`src/rtl/conv_pkg.sv`:
```
// Shared constants for the 3x3 convolution scan sequencer.
// FSM encodings and default latencies.
package conv_pkg;

  localparam logic [2:0] ST_IDLE  = 3'd0;
  localparam logic [2:0] ST_CLEAR = 3'd1;
  localparam logic [2:0] ST_SCAN  = 3'd2;
  localparam logic [2:0] ST_FLUSH = 3'd3;

  localparam int DEF_RD_LAT   = 1;
  localparam int DEF_PIPE_LAT = 3;

  // Centre of a full 3x3 window exists once two rows/cols are buffered
  function automatic logic win_full(input logic [15:0] x,
                                    input logic [15:0] y);
    return (x >= 16'd2) && (y >= 16'd2);
  endfunction

endpackage

```
`src/rtl/conv_tag_delay.sv`:
```
// Fixed-depth shift register with async reset.
// Carries {valid,addr} tags or single strobes.
module conv_tag_delay #(
  parameter int W     = 17,
  parameter int DEPTH = 4
) (
  input  logic         clk,
  input  logic         rst,
  input  logic [W-1:0] d,
  output logic [W-1:0] q
);

  logic [W-1:0] sr [DEPTH];

  // Unconditional shift, one stage per cycle
  always_ff @(posedge clk or posedge rst) begin
    if (rst) begin
      for (int i = 0; i < DEPTH; i++) sr[i] <= '0;
    end else begin
      sr[0] <= d;
      for (int i = 1; i < DEPTH; i++) sr[i] <= sr[i-1];
    end
  end

  assign q = sr[DEPTH-1];

endmodule

```
`src/rtl/conv_scan_controller.sv`:
```
// Frame sequencer: zero-fill output, raster-scan input,
// and time-align window tags with the datapath.
module conv_scan_controller
  import conv_pkg::*;
#(
  parameter int IMG_W    = 256,
  parameter int IMG_H    = 256,
  parameter int ADDR_W   = 16,
  parameter int RD_LAT   = DEF_RD_LAT,
  parameter int PIPE_LAT = DEF_PIPE_LAT
) (
  input  logic              clk,
  input  logic              rst,
  input  logic              start,
  input  logic              out_ready,
  output logic              busy,
  output logic              done,
  output logic              mem_rd_en,
  output logic [ADDR_W-1:0] mem_rd_addr,
  output logic              lb_shift,
  output logic              wr_en,
  output logic [ADDR_W-1:0] wr_addr,
  output logic              wr_zero,
  output logic [2:0]        state,
  output logic [15:0]       x_count,
  output logic [15:0]       y_count
);

  localparam int D  = RD_LAT + PIPE_LAT;
  localparam int FW = $clog2(D + 1);

  localparam logic [ADDR_W-1:0] A_LAST =
    ADDR_W'(IMG_W * IMG_H - 1);
  localparam logic [ADDR_W-1:0] A_BACK =
    ADDR_W'(IMG_W + 1);
  localparam logic [15:0] X_LAST = 16'(IMG_W - 1);
  localparam logic [15:0] Y_LAST = 16'(IMG_H - 1);
  localparam logic [FW-1:0] F_LAST = FW'(D - 1);

  logic [2:0]        st_q;
  logic [ADDR_W-1:0] clr_addr;
  logic [ADDR_W-1:0] rd_addr;
  logic [15:0]       x_q;
  logic [15:0]       y_q;
  logic [FW-1:0]     fl_cnt;
  logic              done_q;

  logic              issue;
  logic              tag_v_in;
  logic [ADDR_W-1:0] tag_a_in;
  logic              tag_v;
  logic [ADDR_W-1:0] tag_a;

  assign issue    = (st_q == ST_SCAN) && out_ready;
  assign tag_v_in = issue && win_full(x_q, y_q);
  assign tag_a_in = tag_v_in ? rd_addr - A_BACK : '0;

  conv_tag_delay #(
    .W     (ADDR_W + 1),
    .DEPTH (D)
  ) u_tag (
    .clk (clk),
    .rst (rst),
    .d   ({tag_v_in, tag_a_in}),
    .q   ({tag_v, tag_a})
  );

  conv_tag_delay #(
    .W     (1),
    .DEPTH (RD_LAT)
  ) u_lb (
    .clk (clk),
    .rst (rst),
    .d   (issue),
    .q   (lb_shift)
  );

  // Phase sequencing and scan counters
  always_ff @(posedge clk or posedge rst) begin
    if (rst) begin
      st_q     <= ST_IDLE;
      clr_addr <= '0;
      rd_addr  <= '0;
      x_q      <= '0;
      y_q      <= '0;
      fl_cnt   <= '0;
      done_q   <= 1'b0;
    end else begin
      case (st_q)
        ST_IDLE: begin
          if (start) begin
            st_q     <= ST_CLEAR;
            done_q   <= 1'b0;
            clr_addr <= '0;
          end
        end
        ST_CLEAR: begin
          if (out_ready) begin
            if (clr_addr == A_LAST) begin
              st_q    <= ST_SCAN;
              rd_addr <= '0;
              x_q     <= '0;
              y_q     <= '0;
            end else begin
              clr_addr <= clr_addr + 1'b1;
            end
          end
        end
        ST_SCAN: begin
          if (out_ready) begin
            if (x_q == X_LAST && y_q == Y_LAST) begin
              st_q   <= ST_FLUSH;
              fl_cnt <= '0;
            end else begin
              rd_addr <= rd_addr + 1'b1;
              if (x_q == X_LAST) begin
                x_q <= '0;
                y_q <= y_q + 1'b1;
              end else begin
                x_q <= x_q + 1'b1;
              end
            end
          end
        end
        ST_FLUSH: begin
          if (fl_cnt == F_LAST) begin
            st_q   <= ST_IDLE;
            done_q <= 1'b1;
          end else begin
            fl_cnt <= fl_cnt + 1'b1;
          end
        end
        default: st_q <= ST_IDLE;
      endcase
    end
  end

  // Write port: zero-fill in CLEAR, aligned tags afterwards
  always_comb begin
    wr_en   = 1'b0;
    wr_addr = '0;
    wr_zero = 1'b0;
    unique case (1'b1)
      (st_q == ST_CLEAR): begin
        wr_en   = out_ready;
        wr_addr = clr_addr;
        wr_zero = 1'b1;
      end
      (st_q == ST_SCAN),
      (st_q == ST_FLUSH): begin
        wr_en   = tag_v;
        wr_addr = tag_a;
      end
      default: ;
    endcase
  end

  assign busy        = (st_q != ST_IDLE);
  assign done        = done_q;
  assign mem_rd_en   = issue;
  assign mem_rd_addr = rd_addr;
  assign state       = st_q;
  assign x_count     = x_q;
  assign y_count     = y_q;

endmodule
```
`config.mk`:
```
export PLATFORM = sky130hd
export DESIGN_NAME = conv_scan_controller
export DESIGN_NICKNAME = d
export VERILOG_FILES = /design/src/rtl/conv_pkg.sv /design/src/rtl/conv_tag_delay.sv /design/src/rtl/conv_scan_controller.sv
export SDC_FILE = /design/constraint.sdc
export NUM_CORES = 1
export LEC_CHECK = 0
export ABC_AREA = 1
export CAP_MARGIN = 10
export CORE_MARGIN = 5
export CORE_UTILIZATION = 50
export DETAILED_ROUTE_END_ITERATION = 16
export PLACE_DENSITY = 0.75
export SLEW_MARGIN = 25
export SYNTH_ARGS = -nofsm -noshare
export SYNTH_HDL_FRONTEND = slang
export SYNTH_SLANG_ARGS = --single-unit
export TNS_END_PERCENT = 100
```
`constraint.sdc`:
```
create_clock -name clk -period 5.1 [get_ports clk]
set_input_delay 0.51 -clock clk [delete_from_list [all_inputs] [get_ports clk]]
set_output_delay 0.51 -clock clk [all_outputs]
set_load 0.02 [all_outputs]
```
Word level (Yosys, flattened, before mapping)
Cells that the tools add are included.

word-level totals
  register bits = 140
  input bits = 4
  output and inout port bits = 73
  word-level logic and storage cells = 89

cells by class
  add/subtract/negate cells = 6
  $lt $le $gt $ge = 2
  eq/ne operators = 17
  multiplexer cells = 35
  reductions and logical operators = 17

operators by type and width
  operator                                                                number
  16-bit two-way mux                                                      14
  16-bit case mux with 2 select lines                                     5
  16-bit by 1-bit adder with 16-bit output, second input constant         4
  16-bit by 8-bit equality test with 1-bit output, second input constant  2
  16-bit by 2-bit >= comparator with 1-bit output, second input constant  2
  3-bit two-way mux                                                       9
  16-bit equality test, second input constant                             1
  2-bit != test, second input constant                                    8
  16-bit by 9-bit subtractor with 16-bit output, second input constant    1
  3-bit case mux with 4 select lines                                      1
  6-bit AND reduction                                                     2
  3-bit by 2-bit equality test with 1-bit output, second input constant   3
  4-bit AND reduction                                                     2
  2-bit nonzero test                                                      4
  3-bit case mux with 2 select lines                                      1
  5-bit AND reduction                                                     1
  1-bit logical AND                                                       4
  2-bit by 1-bit != test with 1-bit output, second input constant         2
  1-bit case mux with 2 select lines                                      2
  3-bit by 1-bit adder with 3-bit output, second input constant           1
  3-bit by 1-bit equality test with 1-bit output, second input constant   1
  3-bit zero test                                                         1
  1-bit two-way mux                                                       3
  3-bit AND reduction                                                     1
  other kinds (2)                                                         2

Logic depth before layout (Yosys ltp)
Gate-level depths: netlist of the first run.

  depth after elaboration = 5
  depth in mapped cells = 12
  depth with buffers taken out = 12

Cells and area by module
From an unflattened synthesis of the first run, not the netlist that was laid out.

second synthesis, totals
  cells, all modules = 943
  area total of the unflattened synthesis = 7287.0 um2

modules (own cells, without submodules)
  module                   times used  cells an instance  area an instance (um2)  seq. area each (um2)
  conv_scan_controller     1           855                5425.2                  1751.7
  conv_tag_delay at u_tag  1           86                 1833.0                  1701.6
  conv_tag_delay at u_lb   1           2                  28.8                    25.0

Least setup slack after synthesis of the first run
OpenSTA, ideal clock, no wires.

  path type = reg-to-output
  start = register st_q[0], in the netlist state[0]
  end = output port wr_addr[0]
  arrival = 1.847 ns
  data required time = 4.590 ns
  path slack = 2.743 ns
  cell stages (with the launch flop) = 8
  path buffers = 1
  cell sequence = dfrtp_1 inv_1 ha_1 inv_1 nand2_1 buf_2 nand2_1 a21oi_1

between the ends
  cells in the longest elaborated chain, start to end = 3
  elaborated cells between the ends (all ways) = 5
  classes of those cells = eq/ne: 3; mux: 1; reduce/logical: 1

ends and longest elaborated chain
  element                                                                   line                                                      text
  start: declaration                                                        conv_scan_controller.sv:40                                logic [2:0] st_q;
  start signal: assignment                                                  conv_scan_controller.sv:81                                st_q <= ST_IDLE;
  start signal: assignment                                                  conv_scan_controller.sv:92                                st_q <= ST_CLEAR;
  start signal: assignment                                                  conv_scan_controller.sv:100                               st_q <= ST_SCAN;
  3-bit by 2-bit equality test with 1-bit output, on equally long branches  conv_scan_controller.sv:149, conv_scan_controller.sv:150
  2-bit OR reduction                                                        conv_scan_controller.sv:143                               unique case (1'b1)
  16-bit case mux with 2 select lines (*)                                   conv_scan_controller.sv:143
  end: declaration                                                          conv_scan_controller.sv:22                                output logic [ADDR_W-1:0] wr_addr,

Mark *: on every way between the ends. The rest lies on a longest branch, timed or not.

Worst setup path after layout of the first run
  start = register st_q[0], in the netlist state[0]
  end = output port wr_en

between the ends
  cells in the longest elaborated chain, start to end = 3
  elaborated cells between the ends (all ways) = 5
  classes of those cells = eq/ne: 3; mux: 1; reduce/logical: 1

ends and longest elaborated chain
  element                                                                   line                                                      text
  3-bit by 2-bit equality test with 1-bit output, on equally long branches  conv_scan_controller.sv:149, conv_scan_controller.sv:150
  2-bit OR reduction                                                        conv_scan_controller.sv:143
  1-bit case mux with 2 select lines (*)                                    conv_scan_controller.sv:143
  end: declaration                                                          conv_scan_controller.sv:21                                output logic wr_en,

Marked as above.

==> results of run 1 <==
## synthesized netlist by cell type (5+ instances only)
cell | number | area [µm²]
nand2_1 | 257 | 964.7
dfrtp_1 | 139 | 3478
nor2_1 | 122 | 457.9
inv_1 | 55 | 206.5
nand3_1 | 47 | 235.2
o21ai_0 | 32 | 160.2
a21oi_1 | 31 | 155.2
xor2_1 | 26 | 227.7
nand4_1 | 25 | 156.4
nor3_1 | 18 | 90.09
ha_1 | 14 | 175.2
o21ai_1 | 13 | 65.06
clkbuf_1 | 10 | 37.54
buf_2 | 9 | 45.04
nand2_2 | 7 | 43.79
or2_2 | 5 | 31.28
## flip-flops by register name, summed over array words and instances (netlist names)
name and cells:
x_count 16, done 1, u_tag.sr 51, fl_cnt 3
mem_rd_addr 16, u_tag.q 17, y_count 16, u_lb.q 1
state 2, clr_addr 16
## where the power goes
group | switching [mW] | total, mW | internal [mW] | leakage, nW
clock network | 0.526 | 1.28 | 0.750 | 0.308
registers | 0.167 | 1.39 | 1.22 | 1.92
logic | 0.842 | 1.24 | 0.399 | 1.65
## placed cells by master (no fill, tap or decap), drive strengths merged, types with 2 or more instances in the layout
cell type / instances
a21oi: 32
nor3: 19
clkinv: 4
ha: 14
nand3b: 4
nor4: 2
nand2: 266
o21bai: 2
or2: 5
nand3: 50
clkbuf: 17
bufinv: 2
dfrtp: 139
nand4: 25
o21ai: 45
nor3b: 2
clkdlybuf4s50: 75
xor2: 26
inv: 70
xnor2: 4
nor2: 128
buf: 2
## cell families after synthesis
kind of cell	after synthesis
compound gates	83
xor+xnor	30
fa+ha+maj	14
buf+inv	89
flops	139
other cells	1
simple gates	502
## final cells by class
type	count	area [µm²]
Timing Repair Buffer	77	765.7
Clock inverter	15	192.7
Fill cell	1173	5348
Clock buffer	17	425.4
Sequential cell	139	3478
Inverter	61	239.0
Tap cell	180	225.2
Multi-Input combinational cell	630	3045
## worst max-delay path: stages (launching register included)
cell and delay (ps):
dfrtp_1 440, inv_1 110, ha_1 170, buf_4 370, inv_1 360, nand2_1 590, nand2_1 130, a21oi_1 170
clkdlybuf4s50_1 660
## stage by stage
step,hold slack (ps),instances
global placement,331.7,1087
global route,350.8,1119
floorplan,331.2,858
finish,347.9,1119
detailed placement,334.7,1087
CTS,349.4,1119
## path summary, 6_finish.rpt
| check | start | end | depth (start not counted) |
|---|---|---|---|
| max | state[0] | wr_en | 8 |
| min | u_tag.sr[61] | u_tag.sr[44] | 0 |
| max reg2reg | state[1] | clr_addr[8] | 10 |
| min reg2reg | u_tag.sr[61] | u_tag.sr[44] | 0 |
| max in group asynchronous | rst | mem_rd_addr[1] | 3 |
| min in group asynchronous | rst | y_count[8] | 2 |
## per-layer routing
layer | vias to the layer above | global-route usage
met1 | 2761 | 0.2823
met5 | - | 0
li1 | 2891 | -
met2 | 169 | 0.3171
met4 | 0 | 0.08454
met3 | 34 | 0.04975
==> impl_metrics.json, run 1 <==
{
  "synth-adder-area-share": 0.02535,
  "grt_overflow": 0,
  "clkSlewWorstSetupHoldPaths_ps": 60,
  "finalHoldViolCount": 0,
  "setup_violations": 0,
  "cts.sinks": 139,
  "cts-resized-gates": 0,
  "cts_tree": "yes",
  "synth_compound_area_frac": 0.06283,
  "cp_max_fo": 33,
  "tns_ps": 0,
  "clock.fmax_mhz": 251.8,
  "crit_arrival_ps": 3460,
  "p_leak_nw": 3.881,
  "cp.required_ps": 4590,
  "drcViolationCount": 0,
  "io_pins": 77,
  "worst_setup_path_start_kind": "flip-flop",
  "final_nets": 944,
  "final_cell_area_um2": 8372,
  "worstSetupPathType": "flip-flop to output pin",
  "syn_nets": 876,
  "fin_skew_ps": 10.95,
  "drt-pass1-iter-count": 6,
  "viasPerCell": 5.232,
  "powerDensity_nw_per_um2": 466.6,
  "synth_top_family_by_area": "simple AND/OR/NAND/NOR gates",
  "relSlewSlack": 0.3428,
  "final_antenna_net_count": 0,
  "io_buffers": 75,
  "dr_wl_met3_um": 754,
  "num_vias": 5855,
  "hold_buffers": 0,
  "h-tree-depth": 4,
  "maxCapViolations": 0,
  "status": "completed",
  "wl_met1_um": 7046,
  "grt.total_usage": 0.2064,
  "min_period_ps": 3971,
  "root_buffer": "clkbuf_16",
  "synthMuxAreaShare": 0,
  "fin_crit_sh": 0.7786,
  "power_mw": 3.907,
  "dp_hpwl_um": 10860,
  "hp-class": "flip-flop to flip-flop",
  "dp_slack_ps": 1635,
  "core_um2": 13720,
  "met2_wirelength_um": 7680,
  "diodes": 0,
  "cts_max_path_buffers": 2,
  "antenna_found_initial": 0,
  "grt_pass1_wl_um": 27100,
  "postPlaceCellArea_um2": 7751,
  "drtIter0Drc": 371,
  "die_h_um": 127.6,
  "final_core_util": 0.6102,
  "syn_avg_cell_area_um2": 8.054,
  "top_layer_used": "met4",
  "ys.warnings.count": 0,
  "maxSlewViolCount": 0,
  "clk_latency_ps": 420,
  "synth-xor-area-share": 0.03802,
  "grt_setup_unrepaired": "false",
  "wl_um": 15870,
  "cts_made_buffers": 17,
  "fin_ws_ps": 1129,
  "globalplace.congestion": 0.9146,
  "ys_seq_area_frac": 0.5033,
  "synth-simple-area-share": 0.3129,
  "ys.flop_type": "dfrtp_1",
  "synth.cell_area_um2": 6910,
  "wire_per_inst_um": 14.18,
  "async_flop_share": 1.000,
  "grt_pass1_vias": 5529,
  "ys_types": 39,
  "critPathCaptureType": "output pin",
  "fp-row-count": 43,
  "ir_drop_v": 0.0002762,
  "initial_core_util": 0.5037,
  "drive_above_1_share": 0.07242,
  "cts_post_setup_buffers_inserted": 0,
  "ys_ff_latch": 139,
  "fp.dieW_um": 127.6,
  "grt_start_max_net_pins": 112,
  "synth-edff-count": 0,
  "syn_inst": 858,
  "worst-slew-pin-transition_ps": 985.8,
  "r2r_slack_ps": 2210,
  "die_area_um2": 16270,
  "area_growth_pct": 21.15
}
Power figures use the tool's default switching activity.
==> inputs of run 2 (changes only) <==
--- a/config.mk
+++ b/config.mk
@@ -10,7 +10,7 @@
 export CORE_MARGIN = 5
 export CORE_UTILIZATION = 50
 export DETAILED_ROUTE_END_ITERATION = 16
-export PLACE_DENSITY = 0.75
+export PLACE_DENSITY = 0.78
 export SLEW_MARGIN = 25
 export SYNTH_ARGS = -nofsm -noshare
 export SYNTH_HDL_FRONTEND = slang
==> constraint.sdc (replaced) <==
create_clock -name clk -period 3.5 [get_ports clk]
set_input_delay 0.35 -clock clk [delete_from_list [all_inputs] [get_ports clk]]
set_output_delay 0.35 -clock clk [all_outputs]
set_load 0.02 [all_outputs]
==> run 2 against run 1 <==
  * Worst hold slack lost 80 ps
  * Total power grew 45%
  * Sequential power grew 45%
  * Non-clock buffer count grew 6
  * Critical path type unchanged
  * Largest power group unchanged
==> impl_metrics.json, run 2 (same netlist as run 1, synthesis figures left out) <==
{
  "clkPwrFrac": 0.316,
  "root_buffer": "clkbuf_16",
  "maxSlewViolCount": 0,
  "clkSlewWorstSetupHoldPaths_ps": 60,
  "ir_drop_v": 0.0003217,
  "dp_cells": 1093,
  "fillers": 1154,
  "antenna_found_initial": 0,
  "largest-register": "u_tag.sr",
  "cts_tree": "yes",
  "drive_above_1_share": 0.07831,
  "largest_reg_flops": 51,
  "h-tree-depth": 4,
  "cts_post_setup_buffers_inserted": 0,
  "slowest_delay_ps": 640,
  "initial_core_util": 0.5037,
  "die_h_um": 127.6,
  "core_um2": 13720,
  "dp_slack_ps": 798.1,
  "wl_um": 16020,
  "fp-row-count": 43,
  "setup_violations": 0,
  "cts-resized-gates": 0,
  "drt-pass1-iter-count": 5,
  "clock.fmax_mhz": 316.5,
  "hold_buffers": 0,
  "relSlewSlack": 0.4886,
  "io_buffers": 75,
  "grt_pass1_vias": 5552,
  "sw_frac_of_total": 0.3980,
  "fin_skew_ps": 8.553,
  "p_leak_nw": 3.885,
  "fin_crit_sh": 0.9026,
  "critPathSlowestCell": "clkdlybuf4s50_1",
  "clk_latency_ps": 430,
  "status": "completed",
  "p_sw_mw": 2.255,
  "die_area_um2": 16270,
  "num_vias": 5860,
  "dp_hpwl_um": 10980,
  "multi_input_area_um2": 3038,
  "cp.required_ps": 3150,
  "cp_max_fo": 18,
  "powerDensity_nw_per_um2": 675.2,
  "final_nets": 950,
  "hp-class": "input pin to async pin",
  "min_period_ps": 3159,
  "grt_setup_unrepaired": "false",
  "layout_common_cells": "nand2_1, dfrtp_1, nor2_1",
  "crit_arrival_ps": 2810,
  "grt_start_max_net_pins": 90,
  "final_cells": 1125,
  "grt_overflow": 0,
  "grt.total_usage": 0.2089,
  "wire_per_inst_um": 14.24,
  "worstSetupPathType": "flip-flop to output pin",
  "tns_ps": 0,
  "final_common_cell": "nand2_1",
  "finalHoldViolCount": 0,
  "cts.sinks": 139,
  "cts_made_buffers": 17,
  "drcViolationCount": 0,
  "grt_pass1_wl_um": 27300,
  "fp.dieW_um": 127.6,
  "globalplace.congestion": 0.9064,
  "regArea_um2": 3478,
  "power.internal_mw": 3.411,
  "drtIter0Drc": 543,
  "viasPerCell": 5.209,
  "diodes": 0,
  "worst_setup_path_start_kind": "flip-flop",
  "seqPwrFrac": 0.355,
  "worst-slew-pin-transition_ps": 767.1,
  "final_antenna_net_count": 0,
  "crit_chain": "inv_1 > ha_1 > inv_1 > buf_4 > nand2_1 > nand2_1 > a21oi_1 > clkdlybuf4s50_1",
  "critPathCaptureType": "output pin",
  "r2r_slack_ps": 780,
  "fin_ws_ps": 340.8,
  "area_growth_pct": 21.44,
  "maxCapViolations": 0,
  "io_pins": 77,
  "p_comb_frac": 0.329,
  "cts_max_path_buffers": 2
}
-- run 2: cell types whose count changed in the layout (fill, tap and decap cells not counted) --
cell / before / now
buf_12: 0 / 1
bufinv_16: 2 / 1
clkinv_8: 1 / 0
a21oi_2: 0 / 1
inv_6: 5 / 4
buf_4: 2 / 7
clkinvlp_4: 0 / 4
a21oi_4: 1 / 0
clkinv_2: 3 / 2
-- run 2: cell type report --
| class | instances | share of cell area |
|---|---|---|
| well taps | 180 | 0.02684 |
| multi-input cells | 630 | 0.3620 |
| clock inverters | 15 | 0.01983 |
| clock buffers | 17 | 0.05069 |
| repair buffers | 83 | 0.09811 |
| inverters | 61 | 0.02803 |
| flip-flops and latches | 139 | 0.4145 |
-- run 2: path summary, 6_finish.rpt --
check / start / end / cells past startpoint
setup / recovery: state[0] / wr_addr[7] / 8
hold / removal: rst / u_tag.sr[67] / 2
setup reg to reg: state[1] / clr_addr[11] / 10
hold reg to reg: u_tag.sr[53] / u_tag.sr[36] / 0
max in group asynchronous: rst / clr_addr[1] / 3
min in group clk: u_tag.sr[53] / u_tag.sr[36] / 0
-- run 2: metrics by stage --
step           power [mW]  instance area, µm²  hold slack [ps]  utilization
6_report            5.666                8392            267.6       0.6117
5_1_grt             6.005                8392            311.4       0.6117
4_1_cts             5.688                8392            274.1       0.6117
3_5_place_dp        3.887                7800            334.7       0.5685
3_3_place_gp        3.837                7800            332.3       0.5685
2_1_floorplan       3.293                6914            331.2            -
-- run 2: metal layers --
| metal | GRT usage | wire length [µm] | vias up |
|---|---|---|---|
| li1 | - | - | 2895 |
| met1 | 0.2850 | 7137 | 2781 |
| met2 | 0.3286 | 7688 | 149 |
| met3 | 0.04431 | 799 | 35 |
| met4 | 0.08013 | 399 | 0 |
| met5 | 0 | 0 | - |
-- run 2: power groups by stage --
stage	clock (mW)	combinational, mW	sequential (mW)
5_1_grt	1.89	2.07	2.05
3_5_place_dp	0	1.85	2.04
3_3_place_gp	0	1.81	2.03
4_1_cts	1.81	1.86	2.01
6_report	1.79	1.86	2.01
2_1_floorplan	0	1.19	2.10
-- run 2: critical path: cells and delay by family, from the launching register on --
family | cells | cell delay [ps]
buffers and inverters | 4 | 1000
AOI/OAI and AO/OA | 1 | 160
adders and majority gates | 1 | 170
DFF | 1 | 450
and+or+nand+nor | 2 | 610
